==> config.mk <==
export PLATFORM = sky130hd
export DESIGN_NAME = display_scroller
export DESIGN_NICKNAME = d
export VERILOG_FILES = /design/src/rtl/display_scroller_pkg.sv /design/src/rtl/display_scroller_prescaler.sv /design/src/rtl/display_scroller.sv
export SDC_FILE = /design/constraint.sdc
export NUM_CORES = 1
export LEC_CHECK = 0
export BUFFER_PORTS_ARGS = -buffer_cell sky130_fd_sc_hd__buf_2
export CORE_MARGIN = 2
export CORE_UTILIZATION = 37
export CTS_BUF_LIST = sky130_fd_sc_hd__clkbuf_8
export CTS_CLUSTER_DIAMETER = 30
export DETAILED_ROUTE_END_ITERATION = 16
export GPL_ROUTABILITY_DRIVEN = 0
export GPL_TIMING_DRIVEN = 0
export PLACE_DENSITY = 0.64
export SKIP_CTS_REPAIR_TIMING = 1
export SKIP_LAST_GASP = 1
export SLEW_MARGIN = 20
export SYNTH_ARGS = -nofsm -noshare
export SYNTH_HDL_FRONTEND = slang
export SYNTH_SLANG_ARGS = --single-unit
export TNS_END_PERCENT = 1
==> constraint.sdc <==
create_clock -name clk -period 2.5 [get_ports clk]
set_input_delay 0.25 -clock clk [delete_from_list [all_inputs] [get_ports clk]]
set_output_delay 0.25 -clock clk [all_outputs]
set_load 0.02 [all_outputs]
==> src/rtl/display_scroller_pkg.sv <==
// Shared digit codes, mode encodings and sizing helpers for the scrolling display.
package display_pkg;

    localparam int DIGIT_W = 5;

    localparam logic [DIGIT_W-1:0] DIGIT_BLANK = 5'b11111;
    localparam logic [DIGIT_W-1:0] DIGIT_MINUS = 5'b10001;

    // 2'b11 is not a distinct mode; the scroller treats it exactly like hold.
    typedef enum logic [1:0] {
        MODE_AUTO     = 2'b00,
        MODE_HOLD     = 2'b01,
        MODE_MANUAL   = 2'b10,
        MODE_HOLD_ALT = 2'b11
    } mode_e;

    // Width of the position register; a single-position window still gets one bit.
    function automatic int pos_width(input int npos);
        return (npos <= 1) ? 1 : $clog2(npos);
    endfunction

endpackage

==> src/rtl/display_scroller_prescaler.sv <==
// Auto-scroll prescaler: counts 0..TICK_DIV-1 while enabled, holds otherwise.
module scroll_prescaler
    import display_pkg::*;
#(
    parameter int TICK_DIV = 25_000_000
) (
    input  logic clk,
    input  logic rst_n,
    input  logic enable,
    input  logic clear,
    output logic tick
);

    localparam int            CW      = $clog2(TICK_DIV);
    localparam logic [CW-1:0] CNT_MAX = CW'(TICK_DIV - 1);

    logic [CW-1:0] cnt_q;
    logic [CW-1:0] cnt_d;

    // Next count: clear wins, otherwise count while enabled and roll over at the terminal value.
    always_comb begin
        cnt_d = cnt_q;
        tick  = enable && (cnt_q == CNT_MAX);
        if (clear) begin
            cnt_d = '0;
        end else if (enable) begin
            if (cnt_q == CNT_MAX) begin
                cnt_d = '0;
            end else begin
                cnt_d = cnt_q + 1'b1;
            end
        end
    end

    // Count register.
    always_ff @(posedge clk or negedge rst_n) begin
        if (!rst_n) begin
            cnt_q <= '0;
        end else begin
            cnt_q <= cnt_d;
        end
    end

endmodule

==> src/rtl/display_scroller.sv <==
// Scrolling hex display driver: shadows a signed value and slides a DIGITS-wide
// window over the stream {blanks, sign, nibbles}, with auto/hold/manual stepping.
module display_scroller
    import display_pkg::*;
#(
    parameter int DATA_W   = 32,
    parameter int DIGITS   = 4,
    parameter int TICK_DIV = 25_000_000,
    parameter int NIB      = DATA_W / 4,
    parameter int NPOS     = NIB,
    parameter int POS_W    = pos_width(NPOS)
) (
    input  logic                      clk,
    input  logic                      rst_n,
    input  logic [DATA_W-1:0]         data_in,
    input  logic                      is_negative,
    input  logic                      load,
    input  logic [1:0]                mode,
    input  logic                      step,
    output logic [DIGIT_W*DIGITS-1:0] digits_out,
    output logic                      dp_out,
    output logic [POS_W-1:0]          pos_out,
    output logic                      wrap
);

    localparam int               L        = DIGITS - 1 + NIB;
    localparam logic [POS_W-1:0] POS_LAST = POS_W'(NPOS - 1);

    logic [POS_W-1:0]  pos_q,  pos_d;
    logic [DATA_W-1:0] val_q,  val_d;
    logic              neg_q,  neg_d;
    logic              wrap_q, wrap_d;

    logic tick;
    logic advance;
    logic auto_en;

    logic [DIGIT_W-1:0] stream [L];

    assign auto_en = (mode == MODE_AUTO);

    scroll_prescaler #(
        .TICK_DIV (TICK_DIV)
    ) u_prescaler (
        .clk    (clk),
        .rst_n  (rst_n),
        .enable (auto_en),
        .clear  (load),
        .tick   (tick)
    );

    // Next state: load beats any advance and suppresses the wrap pulse.
    always_comb begin
        pos_d   = pos_q;
        val_d   = val_q;
        neg_d   = neg_q;
        wrap_d  = 1'b0;
        advance = (auto_en && tick) || ((mode == MODE_MANUAL) && step);
        if (load) begin
            val_d = data_in;
            neg_d = is_negative;
            pos_d = '0;
        end else if (advance) begin
            if (pos_q == POS_LAST) begin
                pos_d  = '0;
                wrap_d = 1'b1;
            end else begin
                pos_d = pos_q + 1'b1;
            end
        end
    end

    // State registers.
    always_ff @(posedge clk or negedge rst_n) begin
        if (!rst_n) begin
            pos_q  <= '0;
            val_q  <= '0;
            neg_q  <= 1'b0;
            wrap_q <= 1'b0;
        end else begin
            pos_q  <= pos_d;
            val_q  <= val_d;
            neg_q  <= neg_d;
            wrap_q <= wrap_d;
        end
    end

    // Build the digit stream from the shadow: leading blanks, sign slot, then nibbles MSB first.
    always_comb begin
        for (int i = 0; i < L; i++) begin
            stream[i] = DIGIT_BLANK;
        end
        stream[DIGITS-2] = neg_q ? DIGIT_MINUS : DIGIT_BLANK;
        for (int j = 0; j < NIB; j++) begin
            stream[DIGITS-1+j] = {1'b0, val_q[4*(NIB-1-j) +: 4]};
        end
    end

    // Window select: stream[pos+k] drives digit k counted from the left (MSB side).
    always_comb begin
        digits_out = '0;
        for (int k = 0; k < DIGITS; k++) begin
            digits_out[(DIGITS-1-k)*DIGIT_W +: DIGIT_W] = DIGIT_BLANK;
            for (int i = 0; i < L; i++) begin
                if (i == int'(pos_q) + k) begin
                    digits_out[(DIGITS-1-k)*DIGIT_W +: DIGIT_W] = stream[i];
                end
            end
        end
    end

    assign dp_out  = (pos_q == POS_LAST);
    assign pos_out = pos_q;
    assign wrap    = wrap_q;

endmodule

Yosys cells after proc, flatten, opt, wreduce, memory -nomap -nowiden
Index checks and enable logic that the tools add are counted.
{ "totals": {"register_bits": 62, "inputBits": 39, "output_inout_bits": 25, "wordCells": 96} }
{ "classes": {"add_sub_neg": 5, "eq_ne": 36, "mux": 43, "reduce_logical": 7} }
{ "op_table": {"columns": ["operator", "count"], "rows": [
  ["$eq A4 B32 Y1 const A", 12],
  ["$eq A3 B32 Y1 const A", 6],
  ["$eq A5 B32 Y1 const A", 6],
  ["$mux W5", 29],
  ["$mux W25", 3],
  ["$add A25 B1 Y25 const B", 1],
  ["$eq A25 B25 Y1 const B", 1],
  ["$mux W4", 5],
  ["$eq A3 B3 Y1 const A", 4],
  ["$eq A4 B4 Y1 const A", 3],
  ["$mux W3", 3],
  ["$add A3 B2 Y4 const B", 2],
  ["$add A3 B1 Y4 const B", 1],
  ["$reduce_bool A2 Y1", 2],
  ["$add A3 B1 Y3 const B", 1],
  ["$eq A1 B3 Y1 const A", 1],
  ["$eq A2 B3 Y1 const A", 1],
  ["$eq A3 B3 Y1 const B", 1],
  ["$logic_and A1 B1 Y1", 3],
  ["$mux W1", 3],
  ["$eq A2 B2 Y1 const B", 1],
  ["$logic_not A2 Y1", 1],
  ["$logic_or A1 B1 Y1", 1]
]} }

Depth between registers and ports, before layout
Gate-level depths: netlist of run 1.
{ "logic_depth": {"ltp_word": 11, "ltp_mapped": 10, "depth_no_buf": 7} }

Cells and area by module
A second synthesis of run 1 with hierarchy kept.
{ "unflattened": {"cells_unflattened": 560, "hier_area_um2": 4600.7} }
{ "by_module_without_submodules": {"columns": ["mod", "n_inst", "cells_per_inst", "area_each_um2", "seq_area_each_um2"], "rows": [
  ["display_scroller", 1, 391, 3091.7, 925.9],
  ["scroll_prescaler", 1, 169, 1508.9, 625.6]
]} }

Worst setup path before layout of run 1
Ideal clock, no wire load.
{ "synth_timing": {"path_kind": "flip-flop to output port", "startpoint": "register pos_q[0] (netlist: pos_out[0])", "endpoint": "output digits_out[10]", "arrival_ns": 2.380, "required_ns": 2.250, "path_slack_ns": -0.130, "path_stages_with_launch": 11, "path_buffers": 3, "path_cell_list": "dfrtp_1 > clkbuf_1 > inv_1 > ha_1 > clkbuf_1 > inv_1 > clkbuf_1 > o22ai_1 > o21ai_0 > mux2i_1 > a21oi_1"} }
{ "synth_via": {"elab_chain_len": 11, "word_cells_on_any_way": 19, "cone_classes": "add/sub: 1; eq/ne: 9; mux: 9"} }
{ "synth_lines": {"columns": ["element", "line_no", "text"], "rows": [
  ["start: declaration", "display_scroller.sv:29", "logic [POS_W-1:0] pos_q, pos_d;"],
  ["start signal: assignment", "display_scroller.sv:81", "pos_q <= pos_d;"],
  ["$add A3 B1 Y4 (*)", "display_scroller.sv:105", "if (i == int'(pos_q) + k) begin"],
  ["$eq A3 B32 Y1", "display_scroller.sv:105", null],
  ["$mux W4", "display_scroller.sv:105", null],
  ["$mux W5 (7 in series)", "display_scroller.sv:105", null],
  ["$mux W5 (*)", "display_scroller.sv:105", null],
  ["end: declaration", "display_scroller.sv:20", "output logic [DIGIT_W*DIGITS-1:0] digits_out,"]
]} }
Mark *: on every way between the ends. The rest lies on a longest branch, timed or not.

Worst setup path after layout of run 1
{ "layout_timing": {"startpoint": "register pos_q[0] (netlist: pos_out[0])", "endpoint": "output digits_out[0]"} }
{ "layout_via": {"elab_chain_len": 11, "word_cells_on_any_way": 19, "cone_classes": "add/sub: 1; eq/ne: 9; mux: 9"} }
{ "layout_lines": {"columns": ["element", "line_no"], "rows": [
  ["$add A3 B2 Y4 (*)", "display_scroller.sv:105"],
  ["$eq A3 B32 Y1", "display_scroller.sv:105"],
  ["$mux W4", "display_scroller.sv:105"],
  ["$mux W5 (7 in series)", "display_scroller.sv:105"],
  ["$mux W5 (*)", "display_scroller.sv:105"]
]} }
Marks and branches as above.

==> metrics, run 1 <==
area added between synthesis and finish 23.03%; fraction of final layout cells sized beyond drive strength 1 26.70%; failing checks setup timing; type of the setup path with the least slack flip-flop to output pin; Tot GR Track Use 24.48%; Synth Net Count roughly 640; data required time of the critical path about 2300 ps; iteration count of the initial detailed-routing pass 6; number of enable-type register cells in the synthesized netlist 0; GR Overflow Total 0; depth of the worst hold-timing path 3; type of origin of the critical path flip-flop; Starting Density 37.71%; launch instance of the worst min-delay path data_in[2]; number of violations of the max-capacitance limit 0; FF-to-FF End u_prescaler.cnt_q[14]; hold path endpoint val_q[2]; number of pins with negative max-slew slack in the final report 0; worst clock skew on the final layout just under 9 ps; Final Hold Fails 0; overall die area roughly 14,000 µm²; post-DR vias/cell between 6 and 7; count of vias placed by the detailed router 5,168; class of the tightest hold or removal check input port to flip-flop; Port Buf Inserts a little over 60; Reg2Reg Depth 7; largest net degree at the start of global routing 42; Worst-Margin Slew around 790 ps; placed cell count around 830; clock buffer count from CTS 9; final period demand of the worst path 2747 ps; row count slightly above 40; clock tree root buffer cell clkbuf_8; library cell occupying the most area in the post-synthesis netlist dfrtp_1; post-placement worst setup slack -530.3 ps; global-route wire length before repair 25,560 µm; area share of the largest cell type after synthesis between 30 and 40%; unrepaired setup endpoints after global routing true; maximum buffer depth of the clock tree 2; Die Width approximately 120 µm; TritonCTS clock tree done; post-route insts no fill 850; Fmax achieved approximately 0.36 GHz; setup slack of the critical path after layout -246.8 ps; number of cells produced by synthesis between 500 and 600; P_leak roughly 2.3 nW; distinct cell type count after synthesis just over 60; Cell Area, Placed roughly 5300 µm²; number of design rule violations left after detail routing 0; clock latency on the worst-skew pair between 300 and 400 ps; synthesized area divided by synthesized cell count 8.001 µm²; power density over the cells ~410 nW/µm²; crit path max-delay cell type dfrtp_2; detailed router's first-iteration violation count about 460; register bit total from synthesis 62; top fanout value on the critical path 5; Most used DFF post-synth dfrtp_1; Non-Filler Cell Area, Final ~5800 µm²; fraction of registers with async set/reset 100.0%; yosys warns 0; ordered list of cells on the worst path buf_8 > clkinvlp_4 > ha_4 > buf_6 > nand3b_1 > a2111oi_4 > a31o_2 > a21oi_2 > o211ai_1 > buf_4; routed wire length ~17,000 µm; status complete, but fails checks; Final Cycle Share 109.9%; relative slew slack between 40% and 50%; Antenna Diode Count 0; data arrival at the endpoint of the critical path approximately 2500 ps; core area roughly 13,000 µm²; Worst Setup End Kind output pin; Chip Height ~120 µm; ANT nets after route 0; synth top area cells dfrtp_1 (33%), a21oi_1 (6.0%), mux2_2 (5.5%); antenna violations before repair 0; Layout Nets 728; endpoints failing setup 19; Syn Std Cell Area roughly 4700 µm²; Routed wire per std cell 19.51 µm; I/O pin cnt 64; slack of the worst reg-to-reg path roughly 270 ps; H-Tree Level Count 3; Worst R2R Start u_prescaler.cnt_q[0]; worst ir drop on vdd ~0.00020 V; via count of the first global-routing pass between 4,000 and 5,000; Max stage delay on crit path roughly 430 ps; share of the yosys chip area belonging to registers 32.87%; Layout Utilization a little under half; clock edge transition at the registers on the reported setup and hold paths 70 ps; number of sinks on the clock net 62; Final HPWL DP between 10,000 and 15,000 µm
## stage by stage
step / power (mW) / hold WS (ps) / setup TNS [ps]
floorplan: 1.395 / -45.59 / -39.48
global placement: 1.584 / 457.9 / -6191
detailed placement: 1.594 / 178.6 / -6832
global route: 2.464 / 92.98 / -5353
CTS: 2.321 / -228.1 / -15220
finish: 2.357 / 89.17 / -3524
## registers in the layout, indices dropped and copies added (netlist names)
name	count
u_prescaler.cnt_q	25
wrap	1
pos_out	3
val_q	32
neg_q	1
## cells in the final DEF (no fill, tap or decap), types with 4 or more instances in the layout
cell type,n
inv_1,28
a32o_1,7
nand4_1,16
clkbuf_8,9
buf_4,23
and2_1,4
o211ai_1,8
clkbuf_1,14
buf_2,59
dfrtp_1,59
ha_1,4
nor4_1,5
a21o_1,6
nor3_1,14
o31ai_1,5
or3_1,5
clkbuf_2,10
and4_1,4
o21ai_0,44
nand3b_1,5
nor2_1,36
clkbuf_4,4
and3_1,13
o22ai_1,20
or4_1,4
nor2b_1,5
a31oi_1,9
a221oi_1,5
ha_4,6
nand2_1,64
nand3_1,17
a21oi_1,53
mux2_2,23
## worst max-delay path, delay by kind of cell, from the launching register on
| kind | cells | cell delay (ps) |
|---|---|---|
| simple gates | 1 | 240 |
| flops | 1 | 430 |
| compound gates | 4 | 680 |
| fa+ha+maj | 1 | 200 |
| buf+inv | 4 | 580 |
## how the worst max path moves through the flow
stage	startpoint	cells past startpoint	to	slack (ps)
2_1_floorplan	pos_out[0]	10	digits_out[0]	-30
3_3_place_gp	pos_out[0]	10	digits_out[2]	-480
3_5_place_dp	pos_out[0]	11	digits_out[0]	-530
5_1_grt	pos_out[0]	8	digits_out[0]	-340
6_report	pos_out[0]	10	digits_out[0]	-250
4_1_cts	pos_out[0]	11	digits_out[0]	-940
## where the power goes
group / internal, mW / switching [mW]
clock network: 0.333 / 0.388
registers: 1.06 / 0.0925
logic: 0.198 / 0.288
## metal layers
| metal | vias to the layer above | wire (µm) | GRT usage, % |
|---|---|---|---|
| met5 | - | 0 | 0 |
| met4 | 0 | 480 | 9.333 |
| met3 | 50 | 1710 | 5.819 |
| met2 | 285 | 7532 | 38.15 |
| met1 | 2467 | 6857 | 33.04 |
| li1 | 2366 | - | - |
## cells by family after synthesis
| group | count (synthesis) | synth area share [%] |
|---|---|---|
| adders and majority gates | 13 | 3.446 |
| and+or+nand+nor | 215 | 24.70 |
| AOI/OAI and AO/OA | 199 | 26.53 |
| xor gates and xnor gates | 4 | 0.7420 |
| buffers and inverters | 73 | 6.016 |
| DFF | 62 | 32.87 |
| muxes | 24 | 5.698 |
## cell type report
type	instances	area (µm²)
tap	172	215.2
clock inverter	4	18.77
inverter	30	118.9
buffer	40	231.5
fill	1273	6709
clock buffer	9	123.9
sequential	62	1555
multi-input combinational	455	3089
timing repair buffer	78	455.4
## Yosys cell counts (7+ instances only)
library cell and instances:
a32o_1 7, nand4_1 16, nor2_1 36, nor3_1 14, mux2_2 23, a21o_1 7
nand2_1 65, o31ai_1 8, a21oi_1 57, inv_1 30, o21ai_0 46, ha_1 13
o22ai_1 20, a31oi_1 9, and3_1 13, dfrtp_1 62, clkbuf_1 36, o211ai_1 8
nand3_1 19
No activity file was read; power rests on OpenSTA's default activity.
==> run 2, diff against run 1 <==
--- a/config.mk
+++ b/config.mk
@@ -7,13 +7,13 @@
 export LEC_CHECK = 0
 export BUFFER_PORTS_ARGS = -buffer_cell sky130_fd_sc_hd__buf_2
 export CORE_MARGIN = 2
-export CORE_UTILIZATION = 37
+export CORE_UTILIZATION = 54
 export CTS_BUF_LIST = sky130_fd_sc_hd__clkbuf_8
 export CTS_CLUSTER_DIAMETER = 30
 export DETAILED_ROUTE_END_ITERATION = 16
 export GPL_ROUTABILITY_DRIVEN = 0
 export GPL_TIMING_DRIVEN = 0
-export PLACE_DENSITY = 0.64
+export PLACE_DENSITY = 0.86
 export SKIP_CTS_REPAIR_TIMING = 1
 export SKIP_LAST_GASP = 1
 export SLEW_MARGIN = 20
==> run 2 against run 1 <==
Final cell count fell by 7.4%. Clock power rose by 26%. Clock-buffer cell count rose by 2. Largest power group unchanged. Routed wire length fell by 2.4%. Largest cell class unchanged. Register-to-register slack got worse by 40 ps. Worst hold slack got worse by 96 ps. The flow finishes with violations (hold timing, setup timing).
==> metrics, run 2 (synthesized netlist as in run 1, its figures left out) <==
routed length on met3 2119 µm (+24%); Non-Filler Cell Area, Final 5728 µm² (-1.4%); global-route wire length before repair 25,190 µm (-1.5%); Antenna Diode Count 0 (unchanged); internal power contribution 1.749 mW (+10%); iteration count of the initial detailed-routing pass 9 (+3); P_leak 2.329 nW (+0.11%); Worst Setup End Kind output pin; clock tree root buffer cell clkbuf_8; via count of the first global-routing pass 5,093 (+5.0%); count of vias placed by the detailed router 5,450 (+5.5%); max reg flops 32 (unchanged); data arrival at the endpoint of the critical path 2550 ps (+50 ps); Fmax achieved 0.3576 GHz (-1.8%); most common cell after layout, fill and taps aside nand2_1; number of sinks on the clock net 62 (unchanged); net switching fraction of the power 30.75% (-1.8 points); crit path max-delay cell type dfrtp_2; met2 wire length 7323 µm (-2.8%); relative contribution of sequential cells to total power 45.8% (-3.0 points); WP buf/inv 3 (-1); area added between synthesis and finish 21.34%; routed wire length 16,190 µm (-2.4%); highest routing layer actually used met4; worst clock skew on the final layout 11.23 ps (+2.353 ps); type of the setup path with the least slack flip-flop to output pin; clock buffer count from CTS 9 (unchanged); Final Hold Fails 8 (+8); largest net degree at the start of global routing 63 (+50%); I/O pin cnt 64 (unchanged); power after layout 2.526 mW (+7.1%); worst ir drop on vdd 0.0004884 V (+150%); number of pins with negative max-slew slack in the final report 0 (unchanged); register with the most flip-flops val_q; Layout Nets 726 (-0.27%); class of the tightest hold or removal check input port to asynchronous set/reset pin; final sum of negative setup slack -3800 ps (-276.2 ps); core area 8593 µm² (-31%); leading cell types in the layout, fill and taps excluded nand2_1 (64), buf_2 (60), dfrtp_1 (59), a21oi_1 (54), o21ai_0 (44); ordered list of cells on the worst path buf_4 > ha_2 > clkbuf_2 > nand4_1 > a31oi_1 > o21ai_1 > a32o_1 > buf_2; top fanout value on the critical path 10 (+5); detailed router's first-iteration violation count 732 (+60%); Chip Height 97.50 µm (-17%); Starting Density 54.94% (+17 points); endpoints failing setup 20 (+1); final period demand of the worst path 2796 ps (+49.62 ps); relative slew slack 48.22% (+1.4 points); post-DR vias/cell 6.925 (+14%); Port Buf Inserts 62 (unchanged); setup slack of the critical path after layout -296.4 ps (-49.62 ps); Final HPWL DP 11,310 µm (-6.4%); clock latency on the worst-skew pair 340 ps (-30 ps); row count 34 (-17%); overall die area 9506 µm² (-31%); post-route insts no fill 787 (-7.4%); maximum buffer depth of the clock tree 2 (unchanged); power density over the cells 440.9 nW/µm² (+8.6%); Tot GR Track Use 32.71% (+8.2 points); placed cell count 760 (-7.9%); part of the power in combinational logic 18.3% (-2.3 points); Final Cycle Share 111.9% (+2.0 points); number of design rule violations left after detail routing 0 (unchanged); part of the total power dissipated in the clock network 35.9% (+5.3 points); fraction of final layout cells sized beyond drive strength 1 25.77% (-0.92 points); detailed-routing wirelength on met1 5957 µm (-13%); Max stage delay on crit path 450 ps (+20 ps); antenna violations before repair 0 (unchanged); unrepaired setup endpoints after global routing true; H-Tree Level Count 3 (unchanged); Worst-Margin Slew 776.6 ps (-14.10 ps); Cell Area, Placed 5179 µm² (-1.9%); GR Overflow Total 0 (unchanged); TritonCTS clock tree done; post-route worst hold slack -6.622 ps (-95.79 ps); type of origin of the critical path flip-flop; Routed wire per std cell 20.57 µm (+5.5%); clock edge transition at the registers on the reported setup and hold paths 70 ps (about the same); Sw Pwr 0.7767 mW (+1.1%); data required time of the critical path 2250 ps (about the same); ANT nets after route 0 (unchanged); crit-path leading delay family compound AO/OA/AOI/OAI gates; number of violations of the max-capacitance limit 0 (unchanged); failing checks hold timing, setup timing; status complete, but fails checks; Die Width 97.50 µm (-17%)
==> run 2: worst register-to-register path, cell delays in order, from the launching register on <==
cell	delay, ps
dfrtp_1	380
ha_1	330
inv_1	180
nor4_1	620
nand2_1	160
a21o_1	210
a32o_1	260
==> run 2: power by group through the flow <==
stage / clock network (mW) / registers, mW / logic (mW)
floorplan: 0 / 1.12 / 0.275
global placement: 0 / 1.16 / 0.406
detailed placement: 0 / 1.16 / 0.418
CTS: 0.921 / 1.14 / 0.420
global route: 0.969 / 1.16 / 0.504
finish: 0.906 / 1.16 / 0.462
==> run 2: worst paths after layout <==
path | from | end | slack (ps) | cells after the start
min in group clk | data_in[9] | val_q[9] | 120 | 3
worst max-delay path | pos_out[0] | digits_out[1] | -300 | 8
worst max register to register | u_prescaler.cnt_q[1] | u_prescaler.cnt_q[12] | 230 | 6
worst min register to register | u_prescaler.cnt_q[1] | u_prescaler.cnt_q[1] | 580 | 2
max in group asynchronous | rst_n | pos_out[0] | 1960 | 1
worst min-delay path | rst_n | u_prescaler.cnt_q[14] | -7 | 1
==> run 2: layout make-up <==
| class | instances | area, µm² |
|---|---|---|
| multi-input combinational | 455 | 3068 |
| tap | 108 | 135.1 |
| timing repair buffer | 76 | 422.9 |
| buffer | 40 | 225.2 |
| inverter | 30 | 120.1 |
| fill | 664 | 2865 |
| clock inverter | 5 | 50.05 |
| sequential | 62 | 1555 |
| clock buffer | 11 | 151.4 |
==> run 2: layer usage <==
metal | global-route usage [%] | up-vias
li1 | - | 2372
met2 | 50.82 | 444
met3 | 9.856 | 105
met1 | 42.63 | 2529
met5 | 0 | -
met4 | 13.57 | 0
==> run 2: per-stage QoR <==
| stage | worst slack, ps | util [%] |
|---|---|---|
| final | -296.4 | 66.66 |
| after global placement | -489.1 | 60.24 |
| after floorplan | -33.12 | - |
| after CTS | -925.2 | 62.61 |
| after global routing | -373.6 | 66.66 |
| after detailed placement | -539.5 | 60.27 |
